$ cat config.mk
export PLATFORM = sky130hd
export DESIGN_NAME = sl_preceptron_stream_packer
export DESIGN_NICKNAME = d
export VERILOG_FILES = /design/src/rtl/sl_preceptron_stream_packer.sv
export SDC_FILE = /design/constraint.sdc
export NUM_CORES = 1
export LEC_CHECK = 0
export CAP_MARGIN = 20
export CORE_MARGIN = 2
export CORE_UTILIZATION = 55
export DETAILED_ROUTE_END_ITERATION = 6
export PLACE_DENSITY_LB_ADDON = 0.15
export SYNTH_ARGS = -nofsm -noshare
export SYNTH_HDL_FRONTEND = slang
export SYNTH_SLANG_ARGS = --single-unit
$ cat constraint.sdc
create_clock -name clk -period 2.26 [get_ports clk]
set_clock_uncertainty 0.05 [all_clocks]
set_input_delay 0.678 -clock clk [delete_from_list [all_inputs] [get_ports clk]]
set_output_delay 0.678 -clock clk [all_outputs]
set_load 0.01 [all_outputs]
$ cat src/rtl/sl_preceptron_stream_packer.sv
// Byte-serial to DATA_IN_LANES-wide word packer that forces each vector to exactly VECTOR_LENGTH bytes.
// Define SL_PRECEPTRON_PACKER_STATS_EN to build the sticky error flags and the vector counter.
module sl_preceptron_stream_packer #(
  parameter int DATA_IN_WIDTH = 8,
  parameter int DATA_IN_LANES = 4,
  parameter int VECTOR_LENGTH = 64,
  parameter int GAP_CYCLES    = 4
) (
  input  logic                                   clk,
  input  logic                                   rst_n,
  input  logic                                   s_valid,
  output logic                                   s_ready,
  input  logic [DATA_IN_WIDTH-1:0]               s_data,
  input  logic                                   s_last,
  output logic                                   data_valid,
  output logic [DATA_IN_WIDTH*DATA_IN_LANES-1:0] data_in,
  input  logic                                   err_clr,
  output logic                                   err_short,
  output logic                                   err_long,
  output logic [15:0]                            vec_count
);

  localparam int NW  = VECTOR_LENGTH / DATA_IN_LANES;
  localparam int LW  = (DATA_IN_LANES > 1) ? $clog2(DATA_IN_LANES) : 1;
  localparam int BW  = $clog2(VECTOR_LENGTH + 1);
  localparam int WCW = $clog2(NW + 1);
  localparam int GW  = (GAP_CYCLES > 1) ? $clog2(GAP_CYCLES) : 1;

  typedef enum logic [1:0] {
    ST_PACK = 2'd0,
    ST_PAD  = 2'd1,
    ST_DROP = 2'd2,
    ST_GAP  = 2'd3
  } state_t;

  typedef logic [DATA_IN_LANES-1:0][DATA_IN_WIDTH-1:0] word_t;

  // Handshake: a byte transfers on any rising edge where s_valid && s_ready;
  // s_ready depends only on registered state, never on s_valid.
  state_t          state_q, state_d;
  logic            rdy_en_q;
  logic [LW-1:0]   lane_q, lane_d;
  logic [BW-1:0]   byte_q, byte_d;
  logic [WCW-1:0]  word_q, word_d;
  logic [GW-1:0]   gap_q, gap_d;
  word_t           buf_q, buf_d;
  word_t           word_v;
  logic            dv_q, dv_d;
  word_t           dout_q, dout_d;
  logic            accept;
  logic            end_vec;
  logic            set_short, set_long, inc_vec;

  assign s_ready    = rdy_en_q && ((state_q == ST_PACK) || (state_q == ST_DROP));
  assign accept     = s_valid && s_ready;
  assign data_valid = dv_q;
  assign data_in    = dout_q;

  always_comb begin
    state_d   = state_q;
    lane_d    = lane_q;
    byte_d    = byte_q;
    word_d    = word_q;
    gap_d     = gap_q;
    buf_d     = buf_q;
    dv_d      = 1'b0;
    dout_d    = dout_q;
    end_vec   = 1'b0;
    set_short = 1'b0;
    set_long  = 1'b0;
    inc_vec   = 1'b0;
    word_v    = buf_q;
    case (state_q)
      ST_PACK: begin
        if (accept) begin
          word_v[lane_q] = s_data;
          byte_d         = byte_q + BW'(1);
          if ((byte_q == BW'(VECTOR_LENGTH - 1)) || (lane_q == LW'(DATA_IN_LANES - 1)) || s_last) begin
            // Lanes above the current one are already zero because buf is cleared on every emit.
            dv_d   = 1'b1;
            dout_d = word_v;
            buf_d  = '0;
            lane_d = '0;
            word_d = word_q + WCW'(1);
            if (byte_q == BW'(VECTOR_LENGTH - 1)) begin
              inc_vec = 1'b1;
              if (s_last) begin
                end_vec = 1'b1;
              end else begin
                set_long = 1'b1;
                state_d  = ST_DROP;
                byte_d   = '0;
                word_d   = '0;
              end
            end else if (s_last) begin
              set_short = 1'b1;
              if (word_q < WCW'(NW - 1)) begin
                state_d = ST_PAD;
              end else begin
                inc_vec = 1'b1;
                end_vec = 1'b1;
              end
            end
          end else begin
            buf_d  = word_v;
            lane_d = lane_q + LW'(1);
          end
        end
      end
      ST_PAD: begin
        dv_d   = 1'b1;
        dout_d = '0;
        word_d = word_q + WCW'(1);
        if (word_q == WCW'(NW - 1)) begin
          inc_vec = 1'b1;
          end_vec = 1'b1;
        end
      end
      ST_DROP: begin
        if (accept && s_last) begin
          end_vec = 1'b1;
        end
      end
      ST_GAP: begin
        gap_d = gap_q + GW'(1);
        if (gap_q == GW'(GAP_CYCLES - 1)) begin
          state_d = ST_PACK;
          gap_d   = '0;
        end
      end
      default: state_d = ST_PACK;
    endcase
    if (end_vec) begin
      state_d = (GAP_CYCLES == 0) ? ST_PACK : ST_GAP;
      byte_d  = '0;
      word_d  = '0;
      lane_d  = '0;
      gap_d   = '0;
      buf_d   = '0;
    end
  end

  always_ff @(posedge clk or negedge rst_n) begin
    if (!rst_n) begin
      state_q  <= ST_PACK;
      rdy_en_q <= 1'b0;
      lane_q   <= '0;
      byte_q   <= '0;
      word_q   <= '0;
      gap_q    <= '0;
      buf_q    <= '0;
      dv_q     <= 1'b0;
      dout_q   <= '0;
    end else begin
      state_q  <= state_d;
      rdy_en_q <= 1'b1;
      lane_q   <= lane_d;
      byte_q   <= byte_d;
      word_q   <= word_d;
      gap_q    <= gap_d;
      buf_q    <= buf_d;
      dv_q     <= dv_d;
      dout_q   <= dout_d;
    end
  end

`ifdef SL_PRECEPTRON_PACKER_STATS_EN
  logic        err_short_q, err_long_q;
  logic [15:0] vec_q;

  // Set and increment take priority over a coincident clear.
  always_ff @(posedge clk or negedge rst_n) begin
    if (!rst_n) begin
      err_short_q <= 1'b0;
      err_long_q  <= 1'b0;
      vec_q       <= '0;
    end else begin
      if (set_short)    err_short_q <= 1'b1;
      else if (err_clr) err_short_q <= 1'b0;
      if (set_long)     err_long_q  <= 1'b1;
      else if (err_clr) err_long_q  <= 1'b0;
      if (inc_vec)      vec_q       <= vec_q + 16'd1;
      else if (err_clr) vec_q       <= '0;
    end
  end

  assign err_short = err_short_q;
  assign err_long  = err_long_q;
  assign vec_count = vec_q;
`else
  logic unused_stats;
  assign unused_stats = ^{err_clr, set_short, set_long, inc_vec};
  assign err_short    = 1'b0;
  assign err_long     = 1'b0;
  assign vec_count    = '0;
`endif

endmodule

# Word level (Yosys, flattened, before mapping)
# Index checks and enable logic that the tools add are counted.
classes:
  order_cmp: 3
  n_reduce_logical: 18
  n_mux: 50
  eq_ne: 15
  addsub: 4
ops:
  columns: ["operator", "n"]
  rows:
  - ["two-way mux 32 bit", 6]
  - ["case mux 32 bit (2 select lines)", 1]
  - ["two-way mux 7 bit", 6]
  - ["bitwise mux 32 bit", 1]
  - ["two-way mux 2 bit", 15]
  - ["two-way mux 5 bit", 5]
  - ["demux 8 bit (select 2 bit)", 1]
  - ["two-way mux 1 bit", 10]
  - ["case mux 5 bit (2 select lines)", 1]
  - ["== test 2 bit (second input constant)", 4]
  - ["two-way mux 8 bit", 1]
  - ["nonzero test 2 bit", 4]
  - ["adder 7 x 1 -> 7 bit (second input constant)", 1]
  - ["== test 7 x 6 -> 1 bit (second input constant)", 1]
  - ["AND reduction 7 bit", 1]
  - ["inequality test 3 bit (second input constant)", 2]
  - ["AND reduction 3 bit", 2]
  - ["nonzero test 3 bit", 2]
  - ["adder 5 x 1 -> 5 bit (second input constant)", 1]
  - ["== test 5 x 4 -> 1 bit (second input constant)", 1]
  - ["< comparator 5 x 4 -> 1 bit (second input constant)", 1]
  - ["adder 2 x 1 -> 2 bit (second input constant)", 2]
  - ["logical AND 1 bit", 4]
  - ["inequality test 4 x 2 -> 1 bit (second input constant)", 1]
  - ["14 further kinds", 16]
word_totals:
  ff_bits: 84
  word_cells: 105
  output_inout_bits: 52

# Depth between registers and ports, before layout
# Gate-level depths: netlist (run 1).
depth:
  word_depth: 9
  ltp_mapped: 8
  mapped_depth_nobuf: 7

# Least setup slack after synthesis (run 1)
# No wires, ideal clock.
synth_path:
  path_kind: "reg-to-reg"
  from: "register word_q[0]"
  to: "register byte_q[5]"
  setup_slack_ns: 0.362
  period_less_slack_ns: 1.898
  arrival_ns: 1.762
  setup_time_ns: 0.086
  t_required_ns: 2.124
  path_stages_with_launch: 8
  path_cell_list: "dfrtp_1 > ha_1 > and3_1 > ha_1 > nand3b_1 > o31a_1 > or4_1 > a32oi_1"
synth_between:
  elab_chain_len: 9
  word_cells_on_any_way: 13
  classes_between: "1 x order compare; 1 x eq/ne; 8 x mux; 3 x reduce/logical"
synth_lines:
  columns: ["item", "line", "rtl"]
  rows:
  - ["start, declared", "44", "logic [WCW-1:0] word_q, word_d;"]
  - ["start signal, assigned", "159", "word_q <= word_d;"]
  - ["< comparator 5 x 4 -> 1 bit", "97", "if (word_q < WCW'(NW - 1)) begin"]
  - ["two-way mux 1 bit", "97", null]
  - ["two-way mux 1 bit", null, null]
  - ["two-way mux 1 bit", "85", "if (byte_q == BW'(VECTOR_LENGTH - 1)) begin"]
  - ["two-way mux 1 bit", "78", "if ((byte_q == BW'(VECTOR_LENGTH - 1)) || (lane_q == LW'(DATA_IN_LANES - 1)) || s_last) begin"]
  - ["two-way mux 1 bit", "75", "if (accept) begin"]
  - ["case mux 1 bit (3 select lines) (*)", "73", "case (state_q)"]
  - ["nonzero test 2 bit (no line)", null, null]
  - ["AND reduction 2 bit (no line)", null, null]
  - ["end signal, assigned", "158", "byte_q <= byte_d;"]
  - ["end, declared", "43", "logic [BW-1:0] byte_q, byte_d;"]
# Mark *: on every way between the ends. The rest lies on a longest branch, timed or not.
# A chain may end at the register's enable or synchronous reset.

# Worst setup path after layout (run 1)
layout_path:
  from: "register state_q[0]"
  to: "output s_ready"
layout_between:
  elab_chain_len: 3
  word_cells_on_any_way: 4
  classes_between: "1 x eq/ne; 3 x reduce/logical"
layout_lines:
  columns: ["item", "line", "rtl"]
  rows:
  - ["start, declared", "40", "state_t state_q, state_d;"]
  - ["start signal, assigned", "155", "state_q <= state_d;"]
  - ["== test 2 bit / zero test 2 bit (equally long branches)", "54", "assign s_ready = rdy_en_q && ((state_q == ST_PACK) || (state_q == ST_DROP));"]
  - ["logical OR 1 bit (*)", "54", null]
  - ["logical AND 1 bit (*)", "54", null]
  - ["end, declared", "12", "output logic s_ready,"]
# Marks and branches as above.

==> metrics.yaml, run 1 <==
status:
  status: "finished, final reports clean"
logic_synthesis:
  ys_seq_elements: 84
  synth.distinct_cells: 50
  synth.top_cell.area_share_pct: 45.95
  synth.top_cells.by_area: "dfrtp_1 46%, mux2_2 7.9%, o311ai_0 6.1%"
  synth_seq_area_share_pct: 45.95
  synth_edf_count: 0
  synth_top_cell_by_area: "dfrtp_1"
  synthArstFlopShare_pct: 100.0
  synth_cells: 462
  syn_area_um2: 4574
  synth.avg_cell_area_um2: 9.901
  ys.flop_type: "dfrtp_1"
  synth_warnings: 0
cts:
  clock_path_buffers: 2
  tritoncts: "yes"
  clock_latency_ns: 0.37
  cts_inserted_buffers: 9
  cts_root_buf: "clkbuf_8"
  clk_pin_slew_ns: 0.10
  cts.sinks: 84
  ctsHtreeMaxLevel: 3
drt:
  drc: 0
  firstDrtPassIters: 4
  vias: 3754
  drtIter0Drc: 257
  viasPerCell: 5.949
  antenna_left: 0
  routed_wirelength_um: 10520
  wire_per_inst_um: 16.68
floorplanning:
  core_um2: 8134
  die_h_um: 95.20
  dieWidth_um: 95.20
  std_cell_rows: 33
  boundaryPins: 65
  start_util_pct: 56.24
  dieArea_um2: 9062
setup_path:
  arrival_ns: 1.49
  cp.required_ns: 1.53
  crit_slowest_cell: "clkdlybuf4s50_1"
  r2r_start: "word_q[1]"
  worst-setup-path-type: "reg2out"
  crit_path_cell_trace: "nor2b_1, clkdlybuf4s50_1"
  cp-start-kind: "flip-flop"
  cp-startpoint: "state_q[0]"
  critPathMaxFanout: 2
  endpoint_kind: "primary output"
  max_stage_delay_ns: 0.57
  crit_family: "buffers and inverters"
  critical_path_buf_inv_count: 1
sta:
  fmax_ghz: 0.4512
  min_period_ns: 2.216
  slew_violations: 0
  rsz0062_at_grt: "false"
  hold_viol: 0
  fin_crit_sh_pct: 98.06
  setup_viol: 0
global_route:
  top_usage_layer: "met2"
  antenna_found_initial: 0
  grt_pass1_vias: 3633
  grt_pass1_wl_um: 17560
  grtUsageTotal_pct: 24.92
  globalRouteMet3Util_pct: 4.032
  met2_usage_pct: 38.73
  grt.overflow.total: 0
  grt_max_degree: 51
  grt_use_met1_pct: 34.91
place:
  place_inst: 614
  portBuffers: 45
  place_congestion: 0.8977
  hpwl_um: 7200
power_and_ir_drop:
  ir_drop_v: 0.0006730
  power_mw: 4.827
  power_density_nw_per_um2: 881.4
  leakagePower_nw: 2.280
layout:
  synthToLayoutAreaGrowth_pct: 19.72
  diodes: 0
  n_fill_cell: 664
  final_common_cell: "dfrtp_1"
  instances_no_fill: 631
  fin_util_pct: 67.33
  nNetsFinal: 542
  drive_gt1_share_pct: 18.63
  final_cell_mix: "83 x dfrtp_1, 46 x nand3_1, 44 x nand2_1, 44 x clkdlybuf4s50_1, 41 x inv_1"
worst_hold_path:
  hp-class: "in2async"
run:
  maxCapViolations: 0
-- final timing paths --
kind | end | slack (ns) | cells after the start
hold reg to reg | buf_q[31] | 0.44 | 1
hold / removal | data_in[0] | 0.21 | 1
max in group asynchronous | word_q[0] | 1.35 | 2
setup / recovery | s_ready | 0.04 | 2
setup reg to reg | buf_q[9] | 0.16 | 10
min in group clk | buf_q[31] | 0.44 | 1
-- metal layers --
layer  vias up  share of wire (%)
met4         0                1.9
met3        21                3.8
met1      1873                 47
li1       1774                  -
met2        86                 47
met5         -                  0
-- layout make-up --
type                       instances  area [um^2]  area share [%]
clock buffer                      10        137.6           2.513
multi-input combinational        304         2136           39.00
clock inverter                     6        71.32           1.302
tap                              105        131.4           2.399
sequential                        84         2103           38.41
inverter                          41        153.9           2.810
timing repair buffer              81        743.2           13.57
-- logic make-up after synthesis --
| family | share of synthesized area (%) |
|---|---|
| buffers and inverters | 9.300 |
| adders and majority gates | 2.188 |
| other | 0.1642 |
| xor gates and xnor gates | 0.1915 |
| AOI/OAI and AO/OA | 20.10 |
| muxes | 8.096 |
| DFF | 45.95 |
| and+or+nand+nor | 14.00 |
-- per-stage QoR --
stage	worst slack [ns]	TNS, ns	area, um^2	hold WS (ns)
final	0.04384	0	5477	0.2146
after global routing	0.003662	0	5477	0.2370
after CTS	0.05628	0	5446	0.2274
after detailed placement	-0.2552	-13.79	5238	0.4195
after global placement	-0.2370	-11.78	5238	0.4146
after floorplan	0.3621	0	4638	0.3324
-- worst reg2reg max path, stage by stage (launching register included) --
cell and delay (ns):
dfrtp_1 0.41, ha_1 0.20, and3_1 0.17, ha_1 0.19, nand3b_1 0.14, buf_4 0.19, o31ai_2 0.05, buf_4 0.18
o21ai_2 0.05, buf_4 0.17, a32o_1 0.20
-- timing repair --
| action | CTS | global route |
|---|---|---|
| resized for setup | 0 | 5 |
| buffers inserted | 0 | 1 |
| hold buffers | 0 | 0 |
| setup endpoints to repair | 0 | 11 |
-- power breakdown --
group	internal (mW)	leakage [nW]	switching, mW
clock	0.550	0.0995	0.579
combinational	0.779	1.04	0.960
sequential	1.76	1.14	0.200
total	3.09	2.28	1.74
-- registers in the layout, summed over array words and instances, names as in the netlist --
name,cells
lane_q,2
state_q,2
buf_q,32
rdy_en_q,1
word_q,5
gap_q,2
byte_q,7
data_valid,1
data_in,32
-- synthesized netlist by cell type, types with 2 or more instances --
library cell / number
a21oi_1: 10
a32o_1: 22
a32oi_1: 4
and2_1: 9
buf_2: 13
buf_4: 18
clkbuf_1: 19
conb_1: 2
dfrtp_1: 84
ha_1: 8
inv_1: 41
mux2_2: 32
nand2_1: 44
nand3_1: 46
nor2_1: 8
nor2b_1: 5
o211ai_1: 5
o21ai_0: 18
o21ai_1: 2
o21ai_2: 3
o221ai_1: 2
o22ai_1: 2
o311ai_0: 32
o31a_1: 2
or3_1: 6
Power figures use the tool's default switching activity.
==> inputs of run 2 (changes only) <==
--- a/config.mk
+++ b/config.mk
@@ -8,6 +8,7 @@
 export CAP_MARGIN = 20
 export CORE_MARGIN = 2
 export CORE_UTILIZATION = 55
+export CTS_CLUSTER_SIZE = 8
 export DETAILED_ROUTE_END_ITERATION = 6
 export PLACE_DENSITY_LB_ADDON = 0.15
 export SYNTH_ARGS = -nofsm -noshare
==> results of run 2 <==
Same layout as run 1: the final DEF is identical, and so are final timing and power.
